--- config.mk ---
export PLATFORM = sky130hd
export DESIGN_NAME = mem_arbiter
export DESIGN_NICKNAME = d
export VERILOG_FILES = /design/src/rtl/mem_arbiter.sv
export SDC_FILE = /design/constraint.sdc
export NUM_CORES = 1
export LEC_CHECK = 0
export CORE_ASPECT_RATIO = 0.75
export CORE_MARGIN = 3
export CORE_UTILIZATION = 41
export CTS_CLUSTER_DIAMETER = 200
export DETAILED_ROUTE_END_ITERATION = 8
export PLACE_DENSITY = 0.8
export SLEW_MARGIN = 20
export SYNTH_ARGS = -nofsm -noshare
export SYNTH_HDL_FRONTEND = slang
export SYNTH_SLANG_ARGS = --single-unit
--- constraint.sdc ---
create_clock -name clk_in -period 5.78 [get_ports clk_in]
set_input_delay 1.445 -clock clk_in [delete_from_list [all_inputs] [get_ports clk_in]]
set_output_delay 1.445 -clock clk_in [all_outputs]
set_load 0.01 [all_outputs]
--- src/rtl/mem_arbiter.sv ---
// mem_arbiter: shares one byte-serial memory controller between the fetch unit
// (word reads only) and the load/store unit. One requester is granted at a time,
// the controller request is held stable until mem_ready, and the result is
// returned to the granted requester as a registered one-cycle ready pulse.
// A fetch flush turns an outstanding fetch into a drain that discards the result.
module mem_arbiter #(
   parameter int ADDR_WIDTH = 32,
   parameter bit DATA_FIRST = 1'b1
) (
   input  logic                  clk_in,
   input  logic                  rst_in,
   input  logic                  rdy_in,
   input  logic                  i_valid,
   input  logic [ADDR_WIDTH-1:0] i_addr,
   input  logic                  i_clear,
   output logic                  i_ready,
   output logic [31:0]           i_data,
   input  logic                  d_valid,
   input  logic                  d_wr,
   input  logic [ADDR_WIDTH-1:0] d_addr,
   input  logic [1:0]            d_len,
   input  logic [31:0]           d_wdata,
   output logic                  d_ready,
   output logic [31:0]           d_rdata,
   output logic                  mem_valid,
   output logic                  mem_wr,
   output logic [ADDR_WIDTH-1:0] mem_addr,
   output logic [1:0]            mem_len,
   output logic [31:0]           mem_data,
   input  logic                  mem_ready,
   input  logic [31:0]           mem_res
);

   typedef enum logic [1:0] {
      ST_IDLE   = 2'd0,
      ST_BUSY_I = 2'd1,
      ST_BUSY_D = 2'd2,
      ST_DRAIN  = 2'd3
   } state_t;

   state_t                  state_r, state_nxt_s;
   logic                    last_d_r, last_d_nxt_s;     // 1: data was granted last
   logic                    req_i_s, req_d_s, grant_i_s, grant_d_s;

   logic                    mem_valid_r, mem_valid_nxt_s;
   logic                    mem_wr_r, mem_wr_nxt_s;
   logic [ADDR_WIDTH-1:0]   mem_addr_r, mem_addr_nxt_s;
   logic [1:0]              mem_len_r, mem_len_nxt_s;
   logic [31:0]             mem_data_r, mem_data_nxt_s;
   logic                    i_ready_r, i_ready_nxt_s;
   logic [31:0]             i_data_r, i_data_nxt_s;
   logic                    d_ready_r, d_ready_nxt_s;
   logic [31:0]             d_rdata_r, d_rdata_nxt_s;

   // Request qualification and round-robin choice between the two requesters.
   always_comb begin
      // A requester whose ready pulse is out this cycle is still showing its old
      // request, so it is not eligible; a flush cycle suppresses the fetch request.
      req_i_s   = i_valid & ~i_clear & ~i_ready_r;
      req_d_s   = d_valid & ~d_ready_r;
      grant_i_s = 1'b0;
      grant_d_s = 1'b0;
      if (req_i_s && req_d_s) begin
         grant_d_s = ~last_d_r;
         grant_i_s = last_d_r;
      end else begin
         grant_d_s = req_d_s;
         grant_i_s = req_i_s;
      end
   end

   // State register; rdy_in low freezes the machine.
   always_ff @(posedge clk_in or posedge rst_in) begin
      if (rst_in) begin
         state_r <= ST_IDLE;
      end else if (rdy_in) begin
         state_r <= state_nxt_s;
      end
   end

   // Next-state logic.
   always_comb begin
      state_nxt_s = state_r;
      case (state_r)
         ST_IDLE: begin
            if (grant_d_s) begin
               state_nxt_s = ST_BUSY_D;
            end else if (grant_i_s) begin
               state_nxt_s = ST_BUSY_I;
            end else begin
               state_nxt_s = ST_IDLE;
            end
         end
         ST_BUSY_I: begin
            if (mem_ready) begin
               state_nxt_s = ST_IDLE;
            end else if (i_clear) begin
               state_nxt_s = ST_DRAIN;
            end else begin
               state_nxt_s = ST_BUSY_I;
            end
         end
         ST_BUSY_D, ST_DRAIN: begin
            if (mem_ready) begin
               state_nxt_s = ST_IDLE;
            end else begin
               state_nxt_s = state_r;
            end
         end
         default: state_nxt_s = ST_IDLE;
      endcase
   end

   // Output logic: next values of the registered outputs and latched request.
   always_comb begin
      last_d_nxt_s    = last_d_r;
      mem_wr_nxt_s    = mem_wr_r;
      mem_addr_nxt_s  = mem_addr_r;
      mem_len_nxt_s   = mem_len_r;
      mem_data_nxt_s  = mem_data_r;
      i_data_nxt_s    = i_data_r;
      d_rdata_nxt_s   = d_rdata_r;
      i_ready_nxt_s   = 1'b0;
      d_ready_nxt_s   = 1'b0;
      mem_valid_nxt_s = (state_nxt_s != ST_IDLE);
      case (state_r)
         ST_IDLE: begin
            if (grant_d_s) begin
               last_d_nxt_s   = 1'b1;
               mem_wr_nxt_s   = d_wr;
               mem_addr_nxt_s = d_addr;
               mem_len_nxt_s  = d_len;
               mem_data_nxt_s = d_wdata;
            end else if (grant_i_s) begin
               last_d_nxt_s   = 1'b0;
               mem_wr_nxt_s   = 1'b0;
               mem_addr_nxt_s = i_addr;
               mem_len_nxt_s  = 2'b10;
               mem_data_nxt_s = 32'h0000_0000;
            end else begin
               last_d_nxt_s   = last_d_r;
            end
         end
         ST_BUSY_I: begin
            // A flush landing on the completion cycle discards the result.
            if (mem_ready && !i_clear) begin
               i_ready_nxt_s = 1'b1;
               i_data_nxt_s  = mem_res;
            end else begin
               i_ready_nxt_s = 1'b0;
            end
         end
         ST_BUSY_D: begin
            if (mem_ready) begin
               d_ready_nxt_s = 1'b1;
               d_rdata_nxt_s = mem_wr_r ? 32'h0000_0000 : mem_res;
            end else begin
               d_ready_nxt_s = 1'b0;
            end
         end
         ST_DRAIN: begin
            i_ready_nxt_s = 1'b0;
         end
         default: begin
            i_ready_nxt_s = 1'b0;
         end
      endcase
   end

   // Output and latched-request registers; rdy_in low holds everything.
   always_ff @(posedge clk_in or posedge rst_in) begin
      if (rst_in) begin
         last_d_r    <= ~DATA_FIRST;
         mem_valid_r <= 1'b0;
         mem_wr_r    <= 1'b0;
         mem_addr_r  <= {ADDR_WIDTH{1'b0}};
         mem_len_r   <= 2'b00;
         mem_data_r  <= 32'h0000_0000;
         i_ready_r   <= 1'b0;
         i_data_r    <= 32'h0000_0000;
         d_ready_r   <= 1'b0;
         d_rdata_r   <= 32'h0000_0000;
      end else if (rdy_in) begin
         last_d_r    <= last_d_nxt_s;
         mem_valid_r <= mem_valid_nxt_s;
         mem_wr_r    <= mem_wr_nxt_s;
         mem_addr_r  <= mem_addr_nxt_s;
         mem_len_r   <= mem_len_nxt_s;
         mem_data_r  <= mem_data_nxt_s;
         i_ready_r   <= i_ready_nxt_s;
         i_data_r    <= i_data_nxt_s;
         d_ready_r   <= d_ready_nxt_s;
         d_rdata_r   <= d_rdata_nxt_s;
      end
   end

   assign mem_valid = mem_valid_r;
   assign mem_wr    = mem_wr_r;
   assign mem_addr  = mem_addr_r;
   assign mem_len   = mem_len_r;
   assign mem_data  = mem_data_r;
   assign i_ready   = i_ready_r;
   assign i_data    = i_data_r;
   assign d_ready   = d_ready_r;
   assign d_rdata   = d_rdata_r;

endmodule

==> qor.txt, run 1 <==
Primary FF master, synth - dfrtp_1
Leak - 4.048 nW
area share of and/or/nand/nor cells after synthesis - 14.13%
timing-limited maximum frequency - 0.2910 GHz
Power Density - 499.5 nW/um^2
Cells after Synth - 531
RSZ-0062 raised after global routing - false
DR WL/cell - 16.23 um
DP Area - 8551 um^2
initial core utilization - 43.23%
Setup-failing EPs final - 0
Synth top area share - 59.28%
Synth Cell Area - 5783 um^2
CTS tree - built
utilization after layout - 68.30%
DR vias - 4690
largest net degree at the start of global routing - 79
post-synthesis mux area share - 12.61%
Clock Skew - 0.008985 ns
status - finished clean
Crit Path Max Fanout - 38
DRT antenna net count - 0
total area of sequential cells - 3428 um^2
Synth Area in Compound Gates - 9.801%
die area - 15580 um^2
Iter 0 DRT Violations - 193
Pwr Total - 0.004564 W
largest family of logic cells by synthesized area - simple AND/OR/NAND/NOR gates
DRC Markers - 0
height of the die - 108.9 um
global-route wire length before repair - 25240 um
Critical Path Start - rdy_in
Port Buffers - 271
maxcap violations - 0
deepest clock path buffer count - 2
ANT cells - 0
Tcrit/Tclk final - 59.46%
Worst-path clk slew - 0.06 ns
most common cell in the netlist - nand2_1
register-to-register setup slack - 3.53 ns
hold crit path type - flip-flop to flip-flop
Mean Syn Cell Area - 10.89 um^2
Worst EP arrival - 3.70 ns
VDD IR max - 233.5 uV
CTS root buf - clkbuf_16
layout cell share with drive strength beyond 1 - 9.577%
H-tree Lvls - 4
Rows - 36
Initial DRT Pass Iterations - 4
final instance area - 9138 um^2
CP Cell Sequence - clkdlybuf4s50_1 -> nand4_1 -> buf_4 -> nand2_1 -> o21ai_0
synth top area cells - dfrtp_1 (59%), nand2_1 (9.0%), mux2i_1 (5.5%), o21ai_0 (4.8%), mux2_2 (4.5%)
num ports - 272
Overall Global Routing Usage - 20.79%
Yosys top cell by area - dfrtp_1
fraction of registers with async set or reset after synthesis - 100.0%
post-cts sizing count - 0
min Tclk post-route - 3.437 ns
launching point of the worst reg2reg path - state_r[0]$_DFFE_PP0P_
antenna violations before repair - 0
setup bufs post-CTS - 0
final WL - 15830 um
setup TNS - 0 ns
cts hold-fix bufs - 0
number of flops mapped to enable cells by yosys - 0
worst-margin pin slew - 0.9677 ns
area of the multi-input gates - 2121 um^2
Core ar. - 13380 um^2
crit-path max cell delay - 0.82 ns
hold path start - d_rdata[31]$_DFFE_PP0P_
Synth Area in Adders - 0%
Yosys reg bits - 137
fin nets - 929
Data required, critical path - 6.05 ns
Max-slew headroom - 35.29%
final count of pins violating max slew - 0
worst-skew pair later-pin latency - 0.41 ns
critical path class - primary input to flip-flop
Fill cells - 967
vias in the first global route - 4962
R2R cell count - 5
sequential area share after synthesis - 59.28%
Ys Warns - 0
number of clock sinks - 137
DP HPWL - 11580 um
Placer Congestion - 0.7983
Hold Violations, Final - 0
Syn Nets - 669
Area Overhead vs Synth - 58.01%
Vias/cell - 4.810
R2R Path End - d_rdata[1]$_DFFE_PP0P_
XOR/XNOR share of the synthesized area - 0%
die extent in x - 143.1 um
total grt overflow - 0
Max stage delay cell, worst path - nand4_1
Critical Path Start Type - primary input
Unique masters post-synth - 25
CP endpoint - d_rdata[1]$_DFFE_PP0P_
top post-synthesis cells by count - nand2_1 (138), dfrtp_1 (137), o21ai_0 (55)
cts bufs inserted - 17
CP Capture Type - flip-flop
worst max-delay path: cells and delay by family:
family | cells | cell delay [ns]
buffers and inverters | 2 | 1.22
and+or+nand+nor | 2 | 0.94
AOI/OAI and AO/OA | 1 | 0.10
cells by family after synthesis:
group | count (synthesis)
multiplexers | 65
flip-flops | 137
AND/OR/NAND/NOR | 180
buffers and inverters | 40
AO/OA/AOI/OAI | 109
placed cells by master (no fill, tap or decap), types with 2 or more instances in the layout:
master / synthesis / layout
buf_4: 5 / 5
bufinv_16: 0 / 2
clkbuf_16: 0 / 17
clkdlybuf4s50_1: 0 / 271
clkinv_2: 0 / 2
clkinv_4: 0 / 2
clkinvlp_4: 0 / 4
dfrtp_1: 137 / 137
inv_1: 4 / 3
inv_6: 0 / 3
mux2_2: 23 / 23
mux2_4: 10 / 10
mux2i_1: 32 / 32
nand2_1: 138 / 138
nand2b_1: 33 / 33
nor2b_1: 2 / 2
nor3b_4: 2 / 2
o211ai_1: 2 / 2
o21ai_0: 55 / 55
o21ai_1: 49 / 49
routing by layer:
metal | wire length (um) | share of wire, % | track usage, % | vias to the layer above
met4 | 253 | 1.6 | 6.716 | 0
met5 | 0 | 0 | 0 | -
met2 | 8099 | 51 | 36.19 | 172
li1 | - | - | - | 2288
met1 | 6242 | 39 | 24.79 | 2211
met3 | 1229 | 7.8 | 6.313 | 19
where the power goes:
part	switching (W)	internal [W]
combinational	0.000803	0.00107
clock	0.000414	0.000650
sequential	0.000251	0.00138
worst min path at each step:
stage	to	slack, ns	depth (start not counted)
after global placement	d_rdata[1]$_DFFE_PP0P_	0.46	2
after CTS	d_rdata[12]$_DFFE_PP0P_	0.48	2
final	d_rdata[31]$_DFFE_PP0P_	0.47	2
after detailed placement	d_rdata[12]$_DFFE_PP0P_	0.47	2
after global routing	i_data[21]$_DFFE_PP0P_	0.51	1
after floorplan	mem_data[11]$_DFFE_PP0P_	0.51	2
registers in the layout (all words and copies together) (netlist names):
register	cells
i_data	32
mem_addr	32
d_rdata	32
d_ready	1
i_ready	1
mem_data	32
state_r	2
last_d_r	1
mem_len	2
mem_valid	1
mem_wr	1
metrics by stage:
stage	hold slack [ns]	std cells	setup slack [ns]
detailed placement	0.4692	943	1.904
global route	0.5092	975	2.039
CTS	0.4822	975	2.336
global placement	0.4622	943	2.008
finish	0.4733	975	2.343
floorplan	0.5100	531	0.6672
layout make-up:
class / instances / share of cell area [%]
repair buffers: 277 / 30.32
well taps: 171 / 2.342
clock inverters: 13 / 1.575
flip-flops and latches: 137 / 37.52
inverters: 4 / 0.1917
multi-input cells: 354 / 23.21
clock buffers: 19 / 4.847
(Power assumes the default switching activity.)
==> run 2, diff against run 1 <==
Settings changed: CORE_UTILIZATION 41 to 37, PLACE_DENSITY 0.8 to 0.76.
Clock period 5.78 ns to 3.02 ns, I/O delays scaled along.
==> qor.txt, run 2 (same netlist as run 1, synthesis figures left out) <==
DP HPWL - 12360 um
CP Capture Type - output pin
R2R cell count - 4
commonest non-fill, non-tap cell in the layout - clkdlybuf4s50_1
ANT cells - 0
Critical Path Start Type - flip-flop
fin nets - 931
Rows - 38
launching point of the worst reg2reg path - state_r[1]$_DFFE_PP0P_
RSZ-0062 raised after global routing - false
cts hold-fix bufs - 0
WP buf/inv - 1
Clk network pwr share - 24.3%
DRC Markers - 0
Power Density - 961.9 nW/um^2
R2R Path End - i_data[20]$_DFFE_PP0P_
Worst EP arrival - 1.44 ns
Leak - 4.104 nW
number of clock sinks - 137
register-to-register setup slack - 1.28 ns
Hold Path Stages - 2
Overall Global Routing Usage - 19.33%
post-cts sizing count - 0
Fill cells - 1182
Data required, critical path - 2.26 ns
CTS root buf - clkbuf_16
deepest clock path buffer count - 2
Worst-path clk slew - 0.06 ns
timing-limited maximum frequency - 0.4564 GHz
Hold Violations, Final - 0
CP Cell Sequence - clkdlybuf4s50_1
global-route wire length before repair - 25410 um
setup bufs post-CTS - 0
Clock Skew - 0.006625 ns
final count of pins violating max slew - 0
total grt overflow - 0
critical path class - flip-flop to output pin
status - finished clean
num ports - 272
Tcrit/Tclk final - 72.55%
vias in the first global route - 4903
hold crit path type - flip-flop to flip-flop
DR vias - 4769
antenna violations before repair - 1
setup TNS - 0 ns
worst-skew pair later-pin latency - 0.41 ns
Flop pwr share - 35.1%
cts bufs inserted - 17
maxcap violations - 0
min Tclk post-route - 2.191 ns
hold path start - mem_data[30]$_DFFE_PP0P_
Psw - 0.002832 W
top cell family by delay on the critical path - buffers and inverters
Vias/cell - 4.741
die extent in x - 150.4 um
Placer Congestion - 0.7753
Port Buffers - 271
worst hold slack - 0.4769 ns
Hold Path Sink - mem_data[30]$_DFFE_PP0P_
switching share of power - 31.70%
Iter 0 DRT Violations - 209
Area Overhead vs Synth - 60.62%
top library cells by usage in the layout, fill and taps aside - clkdlybuf4s50_1 (271), nand2_1 (138), dfrtp_1 (137)
DR WL/cell - 16.40 um
Max stage delay cell, worst path - clkdlybuf4s50_1
crit-path max cell delay - 0.60 ns
DRT antenna net count - 0
Logic pwr share - 40.5%
H-tree Lvls - 4
largest net degree at the start of global routing - 138
Setup-failing EPs final - 0
die area - 17180 um^2
Initial DRT Pass Iterations - 4
Pint - 0.006103 W
initial core utilization - 38.86%
layout cell share with drive strength beyond 1 - 9.801%
VDD IR max - 435.8 uV
height of the die - 114.3 um
Max-slew headroom - 52.48%
CTS tree - built
worst-margin pin slew - 0.7128 ns
Crit Path Max Fanout - 3
Core ar. - 14880 um^2
final WL - 16500 um
run 2: changes by cell type in the layout (fill, tap and decap cells not counted):
cell | previous run | this run
buf_12 | 1 | 6
clkbuf_8 | 1 | 0
clkinvlp_4 | 4 | 3
inv_4 | 1 | 0
buf_4 | 5 | 2
clkinv_2 | 2 | 3
bufinv_16 | 2 | 4
run 2: power groups by stage:
stage	clock [W]	combinational, W	sequential, W
floorplan	0	0.00116	0.00345
global placement	0	0.00359	0.00312
detailed placement	0	0.00368	0.00317
CTS	0.00222	0.00370	0.00314
global route	0.00231	0.00392	0.00324
finish	0.00217	0.00362	0.00314
run 2: through the flow:
stage / utilization, % / setup WS (ns) / cell area, um^2 / total power (W) / std cells
final: 62.42 / 0.8291 / 9289 / 0.008935 / 1006
after global routing: 62.42 / 0.7687 / 9289 / 0.009476 / 1006
after CTS: 62.42 / 0.7694 / 9289 / 0.009064 / 1006
after detailed placement: 58.23 / 0.4444 / 8666 / 0.006850 / 974
after global placement: 58.23 / 0.5414 / 8666 / 0.006716 / 974
after floorplan: - / 0.5579 / 5787 / 0.004614 / 531
run 2: metal layers:
layer	routed length (um)	track usage (%)	part of all wire (%)	up-vias
met5	16	0	0.097	-
met3	1486	6.490	9.0	28
met1	6206	21.51	38	2248
met2	8439	34.04	51	199
li1	-	-	-	2292
met4	354	7.922	2.1	2
run 2: area by class of cell:
type / instances / area, um^2 / area share, %
clock inverters: 14 / 193.9 / 2.088
multi-input cells: 354 / 2121 / 22.83
well taps: 200 / 250.2 / 2.694
inverters: 4 / 18.77 / 0.2020
flip-flops and latches: 137 / 3428 / 36.91
repair buffers: 279 / 2848 / 30.66
clock buffers: 18 / 429.2 / 4.620
run 2: how the worst max path moves through the flow:
stage	start	to	cells past startpoint
3_3_place_gp	rdy_in	i_data[15]$_DFFE_PP0P_	4
5_1_grt	i_ready$_DFFE_PP0P_	i_ready	1
3_5_place_dp	rdy_in	i_data[30]$_DFFE_PP0P_	4
6_report	i_ready$_DFFE_PP0P_	i_ready	1
4_1_cts	i_ready$_DFFE_PP0P_	i_ready	1
2_1_floorplan	rst_in	d_rdata[0]$_DFFE_PP0P_	1
run 2: worst min-delay path, delay by kind of cell, from the launching register on:
kind / cells / cell delay, ns
and+or+nand+nor: 1 / 0.05
DFF: 1 / 0.34
AOI/OAI and AO/OA: 1 / 0.06
==> run 3, diff against run 2 <==
Settings changed: CORE_UTILIZATION 37 to 41, PLACE_DENSITY 0.76 to 0.8.
Clock period 3.02 ns to 2.1 ns, I/O delays scaled along.
==> qor.txt, run 3 (same netlist as run 1, synthesis figures left out) <==
status - finished clean
CTS tree - built
Top Usage Layer GRT - met2
DR vias - 4814
vias in the first global route - 5035
deepest clock path buffer count - 2
timing-limited maximum frequency - 0.5210 GHz
cts bufs inserted - 17
DRC Markers - 0
DRT antenna net count - 0
worst-margin pin slew - 0.4664 ns
worst-skew pair later-pin latency - 0.41 ns
Worst-path clk slew - 0.06 ns
Rows - 36
post-cts sizing count - 0
Power Density - 1378 nW/um^2
register-to-register setup slack - 0.50 ns
number of clock sinks - 137
top library cells by usage in the layout, fill and taps aside - clkdlybuf4s50_1 (271), nand2_1 (138), dfrtp_1 (137)
VDD IR max - 747.3 uV
largest net degree at the start of global routing - 89
CP Capture Type - output pin
height of the die - 108.9 um
CTS root buf - clkbuf_16
Hold Violations, Final - 0
initial core utilization - 43.23%
Tcrit/Tclk final - 91.40%
DP HPWL - 12220 um
Iter 0 DRT Violations - 161
CP Cell Sequence - clkdlybuf4s50_1
Port Buffers - 271
Leak - 4.130 nW
commonest non-fill, non-tap cell in the layout - clkdlybuf4s50_1
global-route wire length before repair - 26150 um
total grt overflow - 0
fin cells - 982
DR WL/cell - 17.03 um
RSZ-0062 raised after global routing - false
GR Util met3 - 7.760%
Area Overhead vs Synth - 60.86%
Setup-failing EPs final - 0
Crit Path Max Fanout - 3
crit-path max cell delay - 0.58 ns
Initial DRT Pass Iterations - 4
Max stage delay cell, worst path - clkdlybuf4s50_1
cts hold-fix bufs - 0
Overall Global Routing Usage - 21.75%
ANT cells - 0
num ports - 272
Critical Path Start Type - flip-flop
min Tclk post-route - 1.919 ns
Data required, critical path - 1.57 ns
Placer Congestion - 0.7915
Vias/cell - 4.902
WP buf/inv - 1
top cell family by delay on the critical path - buffers and inverters
Worst EP arrival - 1.39 ns
antenna violations before repair - 0
critical path class - flip-flop to output pin
setup TNS - 0 ns
Max-slew headroom - 68.91%
die area - 15580 um^2
Placed Cells - 950
Clock Skew - 0.01139 ns
setup bufs post-CTS - 0
hold crit path type - flip-flop to flip-flop
maxcap violations - 0
final WL - 16730 um
final instance area - 9303 um^2
H-tree Lvls - 4
layout cell share with drive strength beyond 1 - 10.48%
Core ar. - 13380 um^2
fin nets - 936
final count of pins violating max slew - 0
met2 GRT Util - 37.87%
met1 usage - 24.79%
DP Area - 8692 um^2
die extent in x - 143.1 um
## run 3: cell types whose count changed in the layout (fill, tap and decap cells not counted)
cell / before / now
clkinvlp_4: 3 / 4
buf_12: 6 / 8
clkbuf_1: 1 / 0
clkbuf_8: 0 / 1
buf_4: 2 / 5
bufinv_16: 4 / 3
## run 3: path summary, 6_finish.rpt
kind                                          start                       end  depth (start not counted)
max in group asynchronous                    rst_in    i_data[13]$_DFFE_PP0P_                          3
hold / removal             mem_data[30]$_DFFE_PP0P_  mem_data[30]$_DFFE_PP0P_                          2
hold reg to reg            mem_data[30]$_DFFE_PP0P_  mem_data[30]$_DFFE_PP0P_                          2
min in group asynchronous                    rst_in  mem_data[11]$_DFFE_PP0P_                          3
setup reg to reg                d_ready$_DFFE_PP0P_  mem_addr[11]$_DFFE_PP0P_                          5
setup / recovery                i_ready$_DFFE_PP0P_                   i_ready                          1
## run 3: per-layer routing
metal / part of all wire (%) / wire (um) / up-vias
met5: 0 / 0 / -
met4: 2.0 / 337 / 0
met3: 8.0 / 1337 / 25
met2: 51 / 8522 / 182
met1: 39 / 6530 / 2305
li1: - / - / 2302
## run 3: cell type report
class | count | area, um^2
fill | 978 | 4075
sequential | 137 | 3428
clock inverter | 14 | 171.4
inverter | 4 | 18.77
clock buffer | 18 | 439.2
multi-input combinational | 354 | 2121
timing repair buffer | 284 | 2910
tap | 171 | 214.0
## run 3: report_power, final
group | switching, W | internal, W | leakage [nW]
clock network | 0.00116 | 0.00191 | 0.293
logic | 0.00225 | 0.00299 | 2.08
registers | 0.000713 | 0.00380 | 1.76
## run 3: worst min-delay path, stage by stage, from the launching register on
cell and delay [ns]:
dfrtp_1 0.34, nand2_1 0.04, o21ai_0 0.06
## run 3: per-stage QoR
stage	util (%)	hold WS, ns	power [W]	setup WS [ns]
after floorplan	-	0.5100	0.006636	-0.1321
after global placement	64.97	0.4636	0.009586	0.002704
after detailed placement	64.97	0.4730	0.009812	-0.1163
after CTS	69.54	0.4871	0.01296	0.1513
after global routing	69.54	0.5141	0.01358	0.1364
final	69.54	0.4827	0.01282	0.1807
